<file path="src/rtl/cut_position_queue_pkg.sv">
// cut_queue_pkg: shared state encoding and defaults for cut_position_queue.
// Revision 1.0
`default_nettype none

package cut_queue_pkg;

  typedef enum logic [1:0] {
    SYNC_WAIT = 2'd0,
    VBLANK    = 2'd1,
    ACTIVE    = 2'd2
  } cq_state_e;

  localparam int DEFAULT_DATA_WIDTH = 8;
  localparam int DEFAULT_DEPTH      = 16;

  localparam logic [DEFAULT_DATA_WIDTH-1:0] IDENTITY_CUT = '0;

endpackage

`default_nettype wire

</file>
<file path="src/rtl/cut_position_queue_sync_fifo.sv">
// sync_fifo: circular storage with occupancy count; flush empties it before a same-cycle push.
// Revision 1.0
`default_nettype none

module sync_fifo #(
  parameter int DATA_WIDTH = 8,
  parameter int DEPTH      = 16
) (
  input  logic                          clk,
  input  logic                          reset,
  input  logic                          i_push,
  input  logic                          i_pop,
  input  logic                          i_flush,
  input  logic [DATA_WIDTH-1:0]         i_data,
  output logic [DATA_WIDTH-1:0]         o_head,
  output logic                          o_empty,
  output logic                          o_full,
  output logic [$clog2(DEPTH):0]        o_level
);

  localparam int PTR_W = $clog2(DEPTH);

  logic [DATA_WIDTH-1:0] r_mem [DEPTH];
  logic [PTR_W-1:0]      r_wr_ptr;
  logic [PTR_W-1:0]      r_rd_ptr;
  logic [PTR_W:0]        r_level;
  logic                  w_push_ok;
  logic                  w_pop_ok;

  assign o_empty = (r_level == '0);
  assign o_full  = (r_level == (PTR_W+1)'(DEPTH));
  assign o_head  = r_mem[r_rd_ptr];
  assign o_level = r_level;

  // A flush frees every slot, so a coincident push is always accepted.
  assign w_push_ok = i_push && (i_flush || !o_full);
  assign w_pop_ok  = i_pop && !o_empty && !i_flush;

  always_ff @(posedge clk) begin
    if (w_push_ok) begin
      r_mem[r_wr_ptr] <= i_data;
    end
  end

  always_ff @(posedge clk) begin
    if (reset) begin
      r_wr_ptr <= '0;
      r_rd_ptr <= '0;
      r_level  <= '0;
    end else begin
      if (w_push_ok) begin
        r_wr_ptr <= r_wr_ptr + PTR_W'(1);
      end
      if (i_flush) begin
        r_rd_ptr <= r_wr_ptr;
        r_level  <= (PTR_W+1)'(w_push_ok);
      end else begin
        if (w_pop_ok) begin
          r_rd_ptr <= r_rd_ptr + PTR_W'(1);
        end
        r_level <= r_level + (PTR_W+1)'(w_push_ok) - (PTR_W+1)'(w_pop_ok);
      end
    end
  end

endmodule

`default_nettype wire

</file>
<file path="src/rtl/cut_position_queue.sv">
// cut_position_queue: per-line cut position buffer, flushed at field start.
// Revision 1.0. Optional CUT_QUEUE_STATS_EN adds saturating underflow/overflow event counters.
`default_nettype none

module cut_position_queue
  import cut_queue_pkg::*;
#(
  parameter int DATA_WIDTH = DEFAULT_DATA_WIDTH,
  parameter int DEPTH      = DEFAULT_DEPTH,
  parameter int PTR_W      = $clog2(DEPTH)
) (
  input  logic                  clk,
  input  logic                  reset,
  input  logic [DATA_WIDTH-1:0] data_in,
  input  logic                  data_in_valid,
  output logic                  in_ready,
  input  logic                  H,
  input  logic                  V,
  output logic [DATA_WIDTH-1:0] cut_position,
  output logic                  cut_position_valid,
  output logic [PTR_W:0]        level,
  output logic                  underflow,
  output logic                  overflow
`ifdef CUT_QUEUE_STATS_EN
  ,
  output logic [15:0]           underflow_count,
  output logic [15:0]           overflow_count
`endif
);

  cq_state_e             r_state;
  logic                  r_prev_h;
  logic                  r_prev_v;
  logic                  w_h_rise;
  logic                  w_v_rise;
  logic                  w_flush;
  logic                  w_pop;
  logic                  w_empty;
  logic                  w_full;
  logic [DATA_WIDTH-1:0] w_head;
  logic                  w_underflow_ev;
  logic                  w_overflow_ev;

  assign w_h_rise = H & ~r_prev_h;
  assign w_v_rise = V & ~r_prev_v;
  assign w_flush  = w_v_rise && (r_state != VBLANK);
  assign w_pop    = (r_state == ACTIVE) && w_h_rise && !w_flush;

  assign w_underflow_ev = w_pop && w_empty;
  assign w_overflow_ev  = data_in_valid && w_full && !w_flush;
  assign in_ready       = !w_full;

  sync_fifo #(
    .DATA_WIDTH (DATA_WIDTH),
    .DEPTH      (DEPTH)
  ) u_fifo (
    .clk     (clk),
    .reset   (reset),
    .i_push  (data_in_valid),
    .i_pop   (w_pop),
    .i_flush (w_flush),
    .i_data  (data_in),
    .o_head  (w_head),
    .o_empty (w_empty),
    .o_full  (w_full),
    .o_level (level)
  );

  always_ff @(posedge clk) begin
    if (reset) begin
      r_state            <= SYNC_WAIT;
      r_prev_h           <= 1'b1;
      r_prev_v           <= 1'b1;
      cut_position       <= '0;
      cut_position_valid <= 1'b0;
      underflow          <= 1'b0;
      overflow           <= 1'b0;
    end else begin
      r_prev_h <= H;
      r_prev_v <= V;
      case (r_state)
        SYNC_WAIT: if (w_v_rise) r_state <= VBLANK;
        VBLANK:    if (!V)       r_state <= ACTIVE;
        ACTIVE:    if (w_v_rise) r_state <= VBLANK;
        default:                 r_state <= SYNC_WAIT;
      endcase
      if (w_flush) begin
        cut_position_valid <= 1'b0;
      end
      // An empty pop substitutes the identity rotation instead of reusing a stale value.
      if (w_pop) begin
        if (w_empty) begin
          cut_position       <= DATA_WIDTH'(IDENTITY_CUT);
          cut_position_valid <= 1'b0;
        end else begin
          cut_position       <= w_head;
          cut_position_valid <= 1'b1;
        end
      end
      if (w_underflow_ev) underflow <= 1'b1;
      if (w_overflow_ev)  overflow  <= 1'b1;
    end
  end

`ifdef CUT_QUEUE_STATS_EN
  always_ff @(posedge clk) begin
    if (reset) begin
      underflow_count <= '0;
      overflow_count  <= '0;
    end else begin
      if (w_underflow_ev && (underflow_count != 16'hFFFF)) underflow_count <= underflow_count + 16'd1;
      if (w_overflow_ev && (overflow_count != 16'hFFFF))   overflow_count  <= overflow_count + 16'd1;
    end
  end
`endif

endmodule

`default_nettype wire

</file>
<file path="config.mk">
export PLATFORM = sky130hd
export DESIGN_NAME = cut_position_queue
export DESIGN_NICKNAME = d
export VERILOG_FILES = /design/src/rtl/cut_position_queue_pkg.sv /design/src/rtl/cut_position_queue_sync_fifo.sv /design/src/rtl/cut_position_queue.sv
export SDC_FILE = /design/constraint.sdc
export NUM_CORES = 1
export LEC_CHECK = 0
export BUFFER_PORTS_ARGS = -buffer_cell sky130_fd_sc_hd__buf_2
export CORE_ASPECT_RATIO = 1.5
export CORE_UTILIZATION = 65
export DETAILED_ROUTE_END_ITERATION = 10
export HOLD_SLACK_MARGIN = 0.1
export PLACE_DENSITY = 0.84
export SYNTH_ARGS = -nofsm -noshare
export SYNTH_HDL_FRONTEND = slang
export SYNTH_SLANG_ARGS = --single-unit
</file>
<file path="constraint.sdc">
create_clock -name clk -period 6.9 [get_ports clk]
set_input_delay 0.345 -clock clk [delete_from_list [all_inputs] [get_ports clk]]
set_output_delay 0.345 -clock clk [all_outputs]
set_load 0.01 [all_outputs]
</file>
Word-level counts from Yosys, hierarchy flattened
Memories as Yosys holds them, arrays and structs flattened. A register that Yosys moved wholly into a read port is not among the register bits.
Index checks and enable logic that the tools add are counted.
Storage, ports and cells
  output and inout bits: 17
  memories: 1
  bits of input ports: 13
  memory bits (writable): 128
  register bits: 28
Memories
  u_fifo.r_mem: depth 16, width 8, read ports 1, clocked after memory_dff 1, write ports 1, RTL line cut_position_queue_sync_fifo.sv:23  | logic [DATA_WIDTH-1:0] r_mem [DEPTH];
Cells by class
  reduce and logical (&&, ||, !) cells: 20
  add/sub/neg operators: 4
  muxes and demuxes: 14
  equality and inequality tests: 6
  bitwise logic cells: 4
Operator list (count)
  2-to-1 mux 4 bit: 4
  logical AND 1 bit: 9
  adder 4 x 1 -> 4 bit, second input constant: 2
  2-to-1 mux 8 bit: 1
  2-to-1 mux 1 bit: 6
  adder 5 x 1 -> 5 bit: 1
  == test 5 bit, second input constant: 1
  zero test 5 bit: 1
  subtractor 5 x 1 -> 5 bit: 1
  2-to-1 mux 2 bit: 2
  != test 2 x 1 -> 1 bit, second input constant: 2
  one-hot mux 2 bit (2 select lines): 1
  nonzero test 2 bit: 2
  OR reduction 2 bit: 2
  zero test 1 bit: 3
  bitwise AND 1 bit: 2
  == test 2 x 1 -> 1 bit, second input constant: 1
  == test 2 bit, second input constant: 1
  zero test 2 bit: 1
  != test 2 bit, second input constant: 1
  NOT 1 bit: 2
  AND reduction 2 bit: 1
  logical OR 1 bit: 1

Logic depth before layout (Yosys ltp)
  depth after elaboration: 11
  depth in mapped cells: 13
  mapped depth without buffers: 13

By module
Synthesis repeated with hierarchy kept, for this count alone.
Second synthesis, totals
  cell total of the unflattened synthesis: 377
  area, all modules: 6525.0 µm²
Modules (own cells, without submodules)
  sync_fifo: cells each 310, times used 1, area each 5884.4 µm²
  cut_position_queue: cells each 67, times used 1, area each 640.6 µm²

Least setup slack after synthesis
Ideal clock, no wire load.
  kind: reg-to-reg
  start point: reg u_fifo.r_level[3], in the netlist u_fifo.o_level[3]
  end point: reg u_fifo.r_level[4], in the netlist u_fifo.o_level[4]
  data arrival time: 2.655 ns
  stages on the path, launching flop included: 14
  period minus slack after synthesis: 2.789 ns
  path buffers: 0
  setup time: 0.133 ns
  required time: 6.767 ns
  path slack: 4.111 ns
  cell sequence: dfxtp_1 > inv_1 > ha_1 > or4b_1 > nand3_1 > inv_1 > ha_1 > inv_1 > ha_1 > fa_1 > a21oi_1 > o21bai_1 > xnor2_1 > nor3_1
Between the ends
  word-level cells in the longest chain between the ends: 6
RTL lines
  start: declaration: RTL line cut_position_queue_sync_fifo.sv:26  | logic [PTR_W:0] r_level;
  start signal: assignment: RTL line cut_position_queue_sync_fifo.sv:56  | r_level <= (PTR_W+1)'(w_push_ok);
  start signal: assignment: RTL line cut_position_queue_sync_fifo.sv:61  | r_level <= r_level + (PTR_W+1)'(w_push_ok) - (PTR_W+1)'(w_pop_ok);
  == test 5 bit: RTL line cut_position_queue_sync_fifo.sv:31  | assign o_full = (r_level == (PTR_W+1)'(DEPTH));
  zero test 1 bit: RTL line cut_position_queue_sync_fifo.sv:36  | assign w_push_ok = i_push && (i_flush || !o_full);
  logical OR 1 bit: RTL line cut_position_queue_sync_fifo.sv:36
  logical AND 1 bit: RTL line cut_position_queue_sync_fifo.sv:36
  adder 5 x 1 -> 5 bit: RTL line cut_position_queue_sync_fifo.sv:61
  subtractor 5 x 1 -> 5 bit (*): RTL line cut_position_queue_sync_fifo.sv:61
Every way passes the cells marked *; elsewhere a longest branch is shown, timed or not.
A chain may end at the register's enable or synchronous reset.

Final worst setup path
  start point: reg u_fifo.r_level[2], in the netlist u_fifo.o_level[2]
  end point: reg u_fifo.r_level[4], in the netlist u_fifo.o_level[4]
The elaborated chain is that of the path after synthesis.

==> metrics.txt <==
worst skew pair latency=0.42 ns; top-count cell post-synth=edfxtp_1; Final GP Congestion=0.816; top cells by area, synth=edfxtp_1 (60%), dfxtp_1 (10%), mux4_1 (6.5%), mux4_2 (5.6%), ha_1 (2.1%); top post-synthesis cells by count=edfxtp_1 (128), dfxtp_1 (32), nor2_1 (32); Initial Util=66.6%; first-pass GRT wire length=18.5 mm; fraction of layout cells with a size suffix above 1=between 20% and 30%; pwr/cell area=298 nW/um2; WP data arrival=3.28 ns; FF+latch count, synth=160; Avg Inst Size Synth=17.7 um2; Clock transition at path regs=0.06 ns; Mapped Nets=between 300 and 400; Gate power share=under 10%; Die ar.=around 10000 um2; met3 Track Usage GR=5.50%; hold slack final=0.134 ns; CTS tree=built; root cell of the clock tree=clkbuf_16; gr usage total=25.3%; switching share of power=22.4%; worst slack, placed=3.90 ns; share of the synthesized area in the top cell type=59.9%; Crit. End Element=flip-flop; setup_tns=0 ns; Lkg Pwr=2.42 nW; hold_buf cts=0; largest net degree at the start of global routing=33; # resized after CTS=0; row cnt=44; Via density=6.46; dominant synthesized flop cell=edfxtp_1; critical path's top delay family=adder cells; Core ar.=around 9600 um2; Clock Sinks=160; Net Switching=0.482 mW; status=finished clean; Critical Path Source Type=flip-flop; Antenna diodes=0; post-synthesis cell count=363; Slew Viols, Final=0; register area share after synthesis=69.8%; # DRC=0; worst path cell trace=inv_1 > ha_1 > or4b_1 > nand3_1 > inv_1 > ha_1 > inv_1 > ha_1 > fa_1 > a21oi_1 > o21bai_1 > xnor2_1 > nor3_1; dominant cell type by area after synthesis=edfxtp_1; r2r startpoint=u_fifo.o_level[2]$_SDFF_PP0_; CP Data Required Time=7.18 ns; HPWL after detailed placement=7.79 mm; Antenna Nets Post-Route=0; WL final=~12 mm; grt peak-use layer=met2; Clock Skew=about 0.0077 ns; 1st-iter DRT viols=roughly 330; post-synthesis to final-layout area growth=12.6%; slew margin rel.=31.7%; clock power share=42.2%; vias=approximately 3400; ys async rst share=0%; routing usage on met2=45.0%; fmax=0.334 GHz; final setup violating endpoints=0; Clock Tree Buf Depth=2; Final Hold Viols=0; Worst Tran Pin Value=approximately 1 ns; Post-CTS Setup Repair Bufs=0; Net count, final=425; IO Pins=30; Critical Path Fanout Max=6; total CTS buffers=17; Min-Delay Startpoint=H; DR WL/cell=22.8 um; Die W=around 83 um; EDFF count, synth=128; Synth cell types=43; min setup slack post-route=3.90 ns; DRT Pass-1 Iters=7; Critical Path Max Stage Delay=0.51 ns; Seq pwr share=50.5%; fin crit period=3.00 ns; Setup Crit Path Kind=flip-flop to flip-flop; grt met1 use=28.7%; Buffers & Inverters on Critical Path=3; P_int=1.67 mW; peak supply drop=0.299 mV; Synth Cell Area=6420 um2; Max-cap violations=0; vias in the first global route=between 3000 and 4000; slowest CP cell=or4b_1; unrepaired setup endpoints after global routing=false; Die H=124 um; worst setup path startpoint=u_fifo.o_level[2]$_SDFF_PP0_; Final Cycle Share=between 40 and 50%; # port buffers=29; Synth warnings=0; initial antenna violation count=0; Hold Path Class=input port to flip-flop; total grt overflow=0; Max H-tree Level=4
sequential cells by signal (all words and copies together), names as in the netlist, named ones only:
name and cells:
r_prev_v 1, underflow 1, cut_position_valid 1, u_fifo.r_mem 128
r_state 2, u_fifo.r_wr_ptr 4, overflow 1, r_prev_h 1
cut_position 8, u_fifo.r_rd_ptr 4, u_fifo.o_level 5
worst register-to-register path, stage by stage, from the launching register on:
cell      delay, ns
dfxtp_1        0.33
inv_1          0.08
ha_1           0.16
or4b_1         0.51
nand3_1        0.24
inv_1          0.14
ha_1           0.30
inv_1          0.04
ha_1           0.19
fa_1           0.40
a21oi_1        0.15
o21bai_1       0.09
xnor2_1        0.17
nor3_1         0.06
logic make-up (layout without fill, tap and decap cells):
group | Yosys count | in the layout | synth area share (%)
mux | 50 | 50 | 15.1
buf+inv | 27 | 77 | 2.24
compound gates | 33 | 33 | 3.61
flops | 160 | 160 | 69.8
simple gates | 76 | 76 | 6.04
fa+ha+maj | 12 | 12 | 2.46
xor+xnor | 5 | 5 | 0.682
through the flow:
stage	utilization, %	cells	instance area, um2	total power [mW]
6_report	75.0	528	7230	2.15
5_1_grt	75.0	528	7230	2.22
4_1_cts	75.0	528	7230	2.16
3_5_place_dp	68.9	496	6640	1.26
3_3_place_gp	68.9	496	6640	1.25
2_1_floorplan	-	363	6420	1.21
cell type report:
type / count / area, um2
Fill cell: 529 / 2410
Tap cell: 115 / 144
Timing Repair Buffer: 33 / 175
Sequential cell: 160 / 4490
Multi-Input combinational cell: 176 / 1790
Clock inverter: 15 / 158
Clock buffer: 17 / 425
Inverter: 12 / 45.0
cells in the final DEF (no fill, tap or decap), types with 11 or more instances in the layout:
cell type,count
a21oi_1,12
mux4_2,16
buf_2,29
nand3_1,11
ha_1,11
nor2_1,32
inv_1,12
edfxtp_1,128
mux4_1,16
dfxtp_1,30
clkbuf_16,17
final timing paths:
kind	slack, ns	cells after the start	endpoint
setup / recovery	3.90	13	u_fifo.o_level[4]$_SDFF_PP0_
hold / removal	0.13	2	r_prev_h$_SDFF_PP1_
setup reg to reg	3.90	13	u_fifo.o_level[4]$_SDFF_PP0_
hold reg to reg	0.47	2	underflow$_SDFFE_PP0P_
metal layers:
layer  wire length [um]  vias to the layer above  share of wire (%)
met2               6380                      149                 53
li1                   -                     1518                  -
met5                  0                        -                  0
met4                432                        0                3.6
met3                610                       34                5.1
met1               4600                     1709                 38
power groups by stage:
stage	registers, mW	logic, mW	clock network [mW]
floorplan	1.10	0.104	0
finish	1.09	0.158	0.910
CTS	1.09	0.159	0.917
global placement	1.10	0.150	0
global route	1.09	0.174	0.955
detailed placement	1.11	0.156	0
Power figures use the tool's default switching activity.
